==> src/rtl/core_mem_bridge_pkg.sv <==
// Shared types and constants for the execute-stage memory bridge.
package core_mem_bridge_pkg;

  localparam int MEM_ADDR_W = 32;
  localparam int MEM_DATA_W = 32;

  localparam logic [MEM_ADDR_W-1:0] CPU_RST_ADDRESS = '0;
  localparam logic [MEM_DATA_W-1:0] ZERO_WORD       = '0;

  // Bridge sequencer states
  typedef enum logic [1:0] {
    MEMBR_IDLE = 2'd0,
    MEMBR_RD   = 2'd1,
    MEMBR_WR   = 2'd2,
    MEMBR_DONE = 2'd3
  } membr_state_e;

endpackage

==> src/rtl/core_mem_bridge.sv <==
// Converts the execute stage's same-cycle memory port into a req/ack bus
// transaction, holding the pipeline until data is ready. Stores are done
// as read-modify-write: the read word goes back to the execute stage, which
// merges the store data, and the merged word is then written.
module core_mem_bridge
  import core_mem_bridge_pkg::*;
#(
  parameter int BUS_TIMEOUT = 16
) (
  input  logic                  clk,
  input  logic                  rst,
  input  logic                  ex_mem_req_in,
  input  logic                  ex_mem_we_in,
  input  logic [MEM_ADDR_W-1:0] ex_mem_addr_in,
  input  logic [MEM_DATA_W-1:0] ex_mem_data_in,
  output logic [MEM_DATA_W-1:0] ex_mem_rdata_out,
  output logic                  hold_flag_out,
  output logic                  bus_req_out,
  output logic                  bus_we_out,
  output logic [MEM_ADDR_W-1:0] bus_addr_out,
  output logic [MEM_DATA_W-1:0] bus_wdata_out,
  input  logic [MEM_DATA_W-1:0] bus_rdata_in,
  input  logic                  bus_ack_in,
  output logic                  bus_err_out
);

  // A zero timeout disables the limit; keep the counter at least one bit wide.
  localparam int TMO_W = (BUS_TIMEOUT > 0) ? $clog2(BUS_TIMEOUT + 1) : 1;
  localparam logic [TMO_W-1:0] TMO_LAST = (BUS_TIMEOUT > 0) ? TMO_W'(BUS_TIMEOUT - 1) : '0;
  localparam logic [TMO_W-1:0] TMO_MAX  = '1;

  membr_state_e          state_q, state_d;
  logic [MEM_ADDR_W-1:0] addr_q;
  logic                  we_q;
  logic [MEM_DATA_W-1:0] rdata_q;
  logic [TMO_W-1:0]      tmo_cnt;
  logic                  err_q;
  logic                  tmo_hit;
  logic                  tmo_fire;

  // An ack on the limit cycle takes priority over the timeout.
  assign tmo_hit = (BUS_TIMEOUT != 0) && (tmo_cnt == TMO_LAST) && !bus_ack_in;

  assign ex_mem_rdata_out = rdata_q;
  assign bus_err_out      = err_q;

  // State register.
  always_ff @(posedge clk) begin
    if (rst) state_q <= MEMBR_IDLE;
    else     state_q <= state_d;
  end

  // Next-state, bus drive and hold request.
  always_comb begin
    state_d       = state_q;
    bus_req_out   = 1'b0;
    bus_we_out    = 1'b0;
    bus_addr_out  = '0;
    bus_wdata_out = '0;
    hold_flag_out = 1'b0;
    tmo_fire      = 1'b0;
    case (state_q)
      MEMBR_IDLE: begin
        hold_flag_out = ex_mem_req_in;
        if (ex_mem_req_in) state_d = MEMBR_RD;
      end
      MEMBR_RD: begin
        bus_req_out   = 1'b1;
        bus_addr_out  = addr_q;
        hold_flag_out = 1'b1;
        if (bus_ack_in) begin
          state_d = we_q ? MEMBR_WR : MEMBR_DONE;
        end else if (tmo_hit) begin
          state_d  = MEMBR_DONE;
          tmo_fire = 1'b1;
        end
      end
      MEMBR_WR: begin
        bus_req_out   = 1'b1;
        bus_we_out    = 1'b1;
        bus_addr_out  = addr_q;
        // Stable through WR since the merge is against the constant rdata_q.
        bus_wdata_out = ex_mem_data_in;
        hold_flag_out = 1'b1;
        if (bus_ack_in) begin
          state_d = MEMBR_DONE;
        end else if (tmo_hit) begin
          state_d  = MEMBR_DONE;
          tmo_fire = 1'b1;
        end
      end
      MEMBR_DONE: begin
        // Execute stage commits now; never restart on its lingering request.
        state_d = MEMBR_IDLE;
      end
      default: state_d = MEMBR_IDLE;
    endcase
  end

  // Latch the access address and direction when a request is accepted.
  always_ff @(posedge clk) begin
    if (rst) begin
      addr_q <= CPU_RST_ADDRESS;
      we_q   <= 1'b0;
    end else if (state_q == MEMBR_IDLE && ex_mem_req_in) begin
      addr_q <= ex_mem_addr_in;
      we_q   <= ex_mem_we_in;
    end
  end

  // Capture the read word; a timed-out access returns zero.
  always_ff @(posedge clk) begin
    if (rst)                                   rdata_q <= ZERO_WORD;
    else if (state_q == MEMBR_RD && bus_ack_in) rdata_q <= bus_rdata_in;
    else if (tmo_fire)                         rdata_q <= ZERO_WORD;
  end

  // Saturating per-phase wait counter, cleared on every state change.
  always_ff @(posedge clk) begin
    if (rst) begin
      tmo_cnt <= '0;
    end else if (state_d != state_q) begin
      tmo_cnt <= '0;
    end else if ((state_q == MEMBR_RD || state_q == MEMBR_WR) && tmo_cnt != TMO_MAX) begin
      tmo_cnt <= tmo_cnt + 1'b1;
    end
  end

  // Error pulse lands in the DONE cycle that follows a timeout.
  always_ff @(posedge clk) begin
    if (rst) err_q <= 1'b0;
    else     err_q <= tmo_fire;
  end

endmodule

==> config.mk <==
export PLATFORM = sky130hd
export DESIGN_NAME = core_mem_bridge
export DESIGN_NICKNAME = d
export VERILOG_FILES = /design/src/rtl/core_mem_bridge_pkg.sv /design/src/rtl/core_mem_bridge.sv
export SDC_FILE = /design/constraint.sdc
export NUM_CORES = 1
export LEC_CHECK = 0
export ABC_AREA = 1
export CAP_MARGIN = 20
export CORE_UTILIZATION = 42
export CTS_BUF_LIST = sky130_fd_sc_hd__clkbuf_8
export DETAILED_ROUTE_END_ITERATION = 7
export MAX_ROUTING_LAYER = met4
export PLACE_DENSITY = 0.88
export SLEW_MARGIN = 10
export SYNTH_ARGS = -nofsm -noshare
export SYNTH_HDL_FRONTEND = slang
export SYNTH_SLANG_ARGS = --single-unit
==> constraint.sdc <==
create_clock -name clk -period 4.8 [get_ports clk]
set_input_delay 0.96 -clock clk [delete_from_list [all_inputs] [get_ports clk]]
set_output_delay 0.96 -clock clk [all_outputs]
set_load 0.01 [all_outputs]
Word-level counts from Yosys, hierarchy flattened
Cells that the tools add are included.
{ "totals": {"register_bits": 73, "in_bits": 101, "out_inout_bits": 100, "elab_cells": 39} }
{ "classes": {"n_addsub": 1, "eq_ne": 6, "n_mux": 16, "reduce_logical": 10} }
{ "ops": {"columns": ["cell", "count"], "rows": [
  ["2-to-1 mux 32 bit", 4],
  ["2-to-1 mux 2 bit", 4],
  ["case mux 2 bit (4 select lines)", 1],
  ["2-to-1 mux 1 bit", 6],
  ["adder 5 x 1 -> 5 bit (second input constant)", 1],
  ["== test 5 x 4 -> 1 bit (second input constant)", 1],
  ["inequality test 5 bit (second input constant)", 1],
  ["== test 2 bit (second input constant)", 2],
  ["logical AND 1 bit", 4],
  ["OR reduction 2 bit", 2],
  ["== test 2 x 1 -> 1 bit (second input constant)", 1],
  ["zero test 2 bit", 1],
  ["inequality test 2 bit", 1],
  ["case mux 1 bit (2 select lines)", 1],
  ["nonzero test 2 bit", 1],
  ["zero test 1 bit", 1],
  ["logical OR 1 bit", 1]
]} }

Depth between registers and ports, before layout
{ "logic_depth": {"depth_word": 7, "depth_mapped": 11, "ltp_nobuf": 11} }

Worst setup path before layout
No wires, ideal clock.
{ "synth_path": {"path_kind": "in2out", "startpoint": "in ex_mem_req_in", "endpoint": "out hold_flag_out", "arrival_time_ps": 1562, "required_time_ps": 3840, "path_slack_ps": 2278, "cell_stages": 3, "n_path_buf": 1, "cell_sequence": "nand2_1 -> clkbuf_1 -> a21oi_1"} }
{ "synth_via": {"elab_chain_len": 1} }
{ "synth_rtl": {"columns": ["item", "line_no", "text"], "rows": [
  ["from (decl)", "core_mem_bridge.sv:12", "input logic ex_mem_req_in,"],
  ["case mux 1 bit (2 select lines)", "core_mem_bridge.sv:62", "case (state_q)"],
  ["to (decl)", "core_mem_bridge.sv:17", "output logic hold_flag_out,"]
]} }
Every way passes these cells.

Final worst setup path
{ "layout_path": {"startpoint": "reg state_q[0]", "endpoint": "out bus_addr_out[7]"} }
{ "layout_via": {"elab_chain_len": 3, "word_cells_on_any_way": 4, "cone_classes": "eq/ne (2); mux (1); reduce/logical (1)"} }
{ "layout_rtl": {"columns": ["item", "line_no", "text"], "rows": [
  ["from (decl)", "core_mem_bridge.sv:32", "membr_state_e state_q, state_d;"],
  ["from (signal assigned)", "core_mem_bridge.sv:50", "else state_q <= state_d;"],
  ["== test 2 x 1 -> 1 bit / == test 2 bit (equally long branches)", "core_mem_bridge.sv:62", null],
  ["OR reduction 2 bit (no line) *", null, null],
  ["2-to-1 mux 32 bit *", "core_mem_bridge.sv:62", null],
  ["to (decl)", "core_mem_bridge.sv:20", "output logic [MEM_ADDR_W-1:0] bus_addr_out,"]
]} }
Every way passes the cells marked *; elsewhere a longest branch is shown, timed or not.

==> qor.yml <==
slowest_stage: "ha_1"
hold_viol: 0
rows: 32
fp.dieH_microns: 92.1
clockBufferDepth: 2
synth-seq-area-share_pct: 42.9
fmax_mhz: 266
syn_avg_cell_area_sq_um: 6.90
end_kind: "primary output"
max_slew.worst_pin.slew_ns: 1.11
ctsHoldBuffers: 0
ant_nets: 0
ys.flop_type: "dfxtp_1"
cts-root-buf: "clkbuf_8"
synth_area_sq_um: 3410
crit_family: "buffers and inverters"
fin_crit_sh_pct: 78.4
path_class: "reg2out"
post_cts_buffers: 0
syn_nets: 603
cts_tree: "done"
ys_async_sr_fraction_pct: 0
crit_chain: "inv_1 > ha_1 > buf_4 > nand2_1 > inv_1 > clkdlybuf4s50_1"
via_count: 3781
clk_pin_slew_ns: 0.08
track_usage_pct: 24.4
skew_ns: 0.00956
hold_path.class: "reg2reg"
synth-edff-count: 0
cp_num_buf_inv: 4
clock_latency_ns: 0.33
outcome: "completed"
post-route-drc-count: 0
tns_ns: 0
cp.required_ns: 3.84
coreArea_sq_um: 7810
overflow: 0
htreeDepth: 3
drt_iter0_markers: 215
powerDensity_nw_per_um2: 275
gp_congestion: 0.872
place_hpwl_microns: 7650
cts_resized: 0
ys_ff_latch: 73
n_antenna_cell: 0
dieArea_sq_um: 8480
cpMostUsedCell: "inv_1"
drive_gt1_share_pct: 5.87
nets: 785
grt_pass1_vias: 3481
rsz0062_at_grt: "no"
crit_path_start_kind: "register"
slew_violations: 0
start_util_pct: 43.7
clock_sinks: 73
pre_cts_slack_ns: 1.42
crit_path_max_fanout: 26
areaGrowthSynthToFinish_pct: 66.6
yosys_warnings: 0
area.sequential_sq_um: 1460
antenna_found_initial: 0
relSlewSlack_pct: 26.1
die_w_microns: 92.1
max_stage_delay_ns: 0.95
finalCriticalPeriod_ns: 3.76
vias_per_cell: 4.83
grt_start_max_net_pins: 37
dr.pass1.iters: 5
cts_buffers: 9
setup_slack_ns: 1.04
port_buffers: 200
syn_inst: 494
post_drt_wl_per_cell_microns: 13.4
wirelength_microns: 10500
fillers: 598
drv_cap: 0
finalSetupViolCount: 0
yosys.cell_types.count: 24
io_pins: 201
multi_input_area_sq_um: 1500
vdd_drop_max_mv: 0.175
p_leak_nw: 2.62
grt_pass1_wl_microns: 16100
critPathArrivalTime_ns: 2.80
cells in the final DEF (no fill, tap or decap):
master	n
clkdlybuf4s50_1	200
nand2_1	80
dfxtp_1	73
inv_1	69
nor2_1	69
nand3_1	67
a21oi_1	35
o21ai_1	30
clkbuf_8	11
ha_1	8
nor2_2	6
inv_2	5
o21ai_0	5
nor2_4	4
buf_4	4
xor2_1	2
bufinv_16	2
inv_6	2
and3_1	1
nand3b_4	1
nand4_1	1
nand3_2	1
nand2_2	1
xnor2_1	1
clkinvlp_4	1
buf_16	1
buf_8	1
state kept, by name, summed over array words and instances (netlist names):
signal / cells
addr_q: 32
ex_mem_rdata_out: 32
tmo_cnt: 5
state_q: 2
bus_err_out: 1
we_q: 1
worst reg2reg max path, delay by kind of cell, from the launching register on:
kind	cells	cell delay, ns
adder cells (fa/ha/maj)	1	0.95
AND/OR/NAND/NOR	2	0.74
flip-flops	1	0.42
buffers and inverters	1	0.13
AO/OA/AOI/OAI	1	0.09
final timing paths:
| check | from | slack, ns | cells past startpoint | to |
|---|---|---|---|---|
| min | ex_mem_rdata_out[9]$_SDFFE_PP0P_ | 0.48 | 2 | ex_mem_rdata_out[9]$_SDFFE_PP0P_ |
| max | state_q[0]$_SDFF_PP0_ | 1.04 | 6 | bus_addr_out[7] |
| max reg2reg | state_q[0]$_SDFF_PP0_ | 2.33 | 5 | ex_mem_rdata_out[1]$_SDFFE_PP0P_ |
| min reg2reg | ex_mem_rdata_out[9]$_SDFFE_PP0P_ | 0.48 | 2 | ex_mem_rdata_out[9]$_SDFFE_PP0P_ |
layout make-up:
type	instances	area share (%)
inverter	74	4.89
clock inverter	5	1.50
multi-input combinational	312	26.5
sequential	73	25.7
timing repair buffer	206	36.5
clock buffer	11	2.67
tap	102	2.25
synthesized netlist by cell type (5+ instances only):
library cell  number  area [sq um]
nand2_1           80           300
dfxtp_1           73          1460
inv_1             69           259
nor2_1            69           259
nand3_1           67           335
a21oi_1           35           175
o21ai_1           30           150
clkbuf_1          19          71.3
buf_2             11          55.1
ha_1               8           100
nor2_2             6          37.5
inv_2              5          18.8
o21ai_0            5          25.0
cells by family (layout without fill, tap and decap cells):
family                     after synthesis  in the layout  share of synthesized area [%]
DFF                                     73             73                           42.9
and+or+nand+nor                        231            231                           30.1
AOI/OAI and AO/OA                       70             70                           10.3
xor gates and xnor gates                 3              3                          0.771
buffers and inverters                  109            296                           13.1
adders and majority gates                8              8                           2.94
where the power goes:
group	internal, mW	leakage [nW]	switching [mW]
Combinational	0.176	1.91	0.156
Sequential	0.646	0.598	0.0226
Clock	0.325	0.117	0.237
per-layer routing:
metal	wire length, microns	part of all wire [%]	track usage [%]
met4	231	2.2	10.7
met2	5470	52	44.0
met3	643	6.1	5.39
met1	4130	39	25.5
met5	0	0	-
metrics by stage:
stage | hold WS [ns] | instance area, sq um | util (%) | cells | total power, mW
floorplan | 0.455 | 3410 | - | 494 | 0.833
global placement | 0.463 | 5400 | 69.2 | 765 | 0.995
detailed placement | 0.472 | 5430 | 69.5 | 766 | 1.01
CTS | 0.484 | 5670 | 72.6 | 782 | 1.57
global route | 0.505 | 5680 | 72.8 | 783 | 1.63
finish | 0.484 | 5680 | 72.8 | 783 | 1.56
Power figures use the tool's default switching activity.
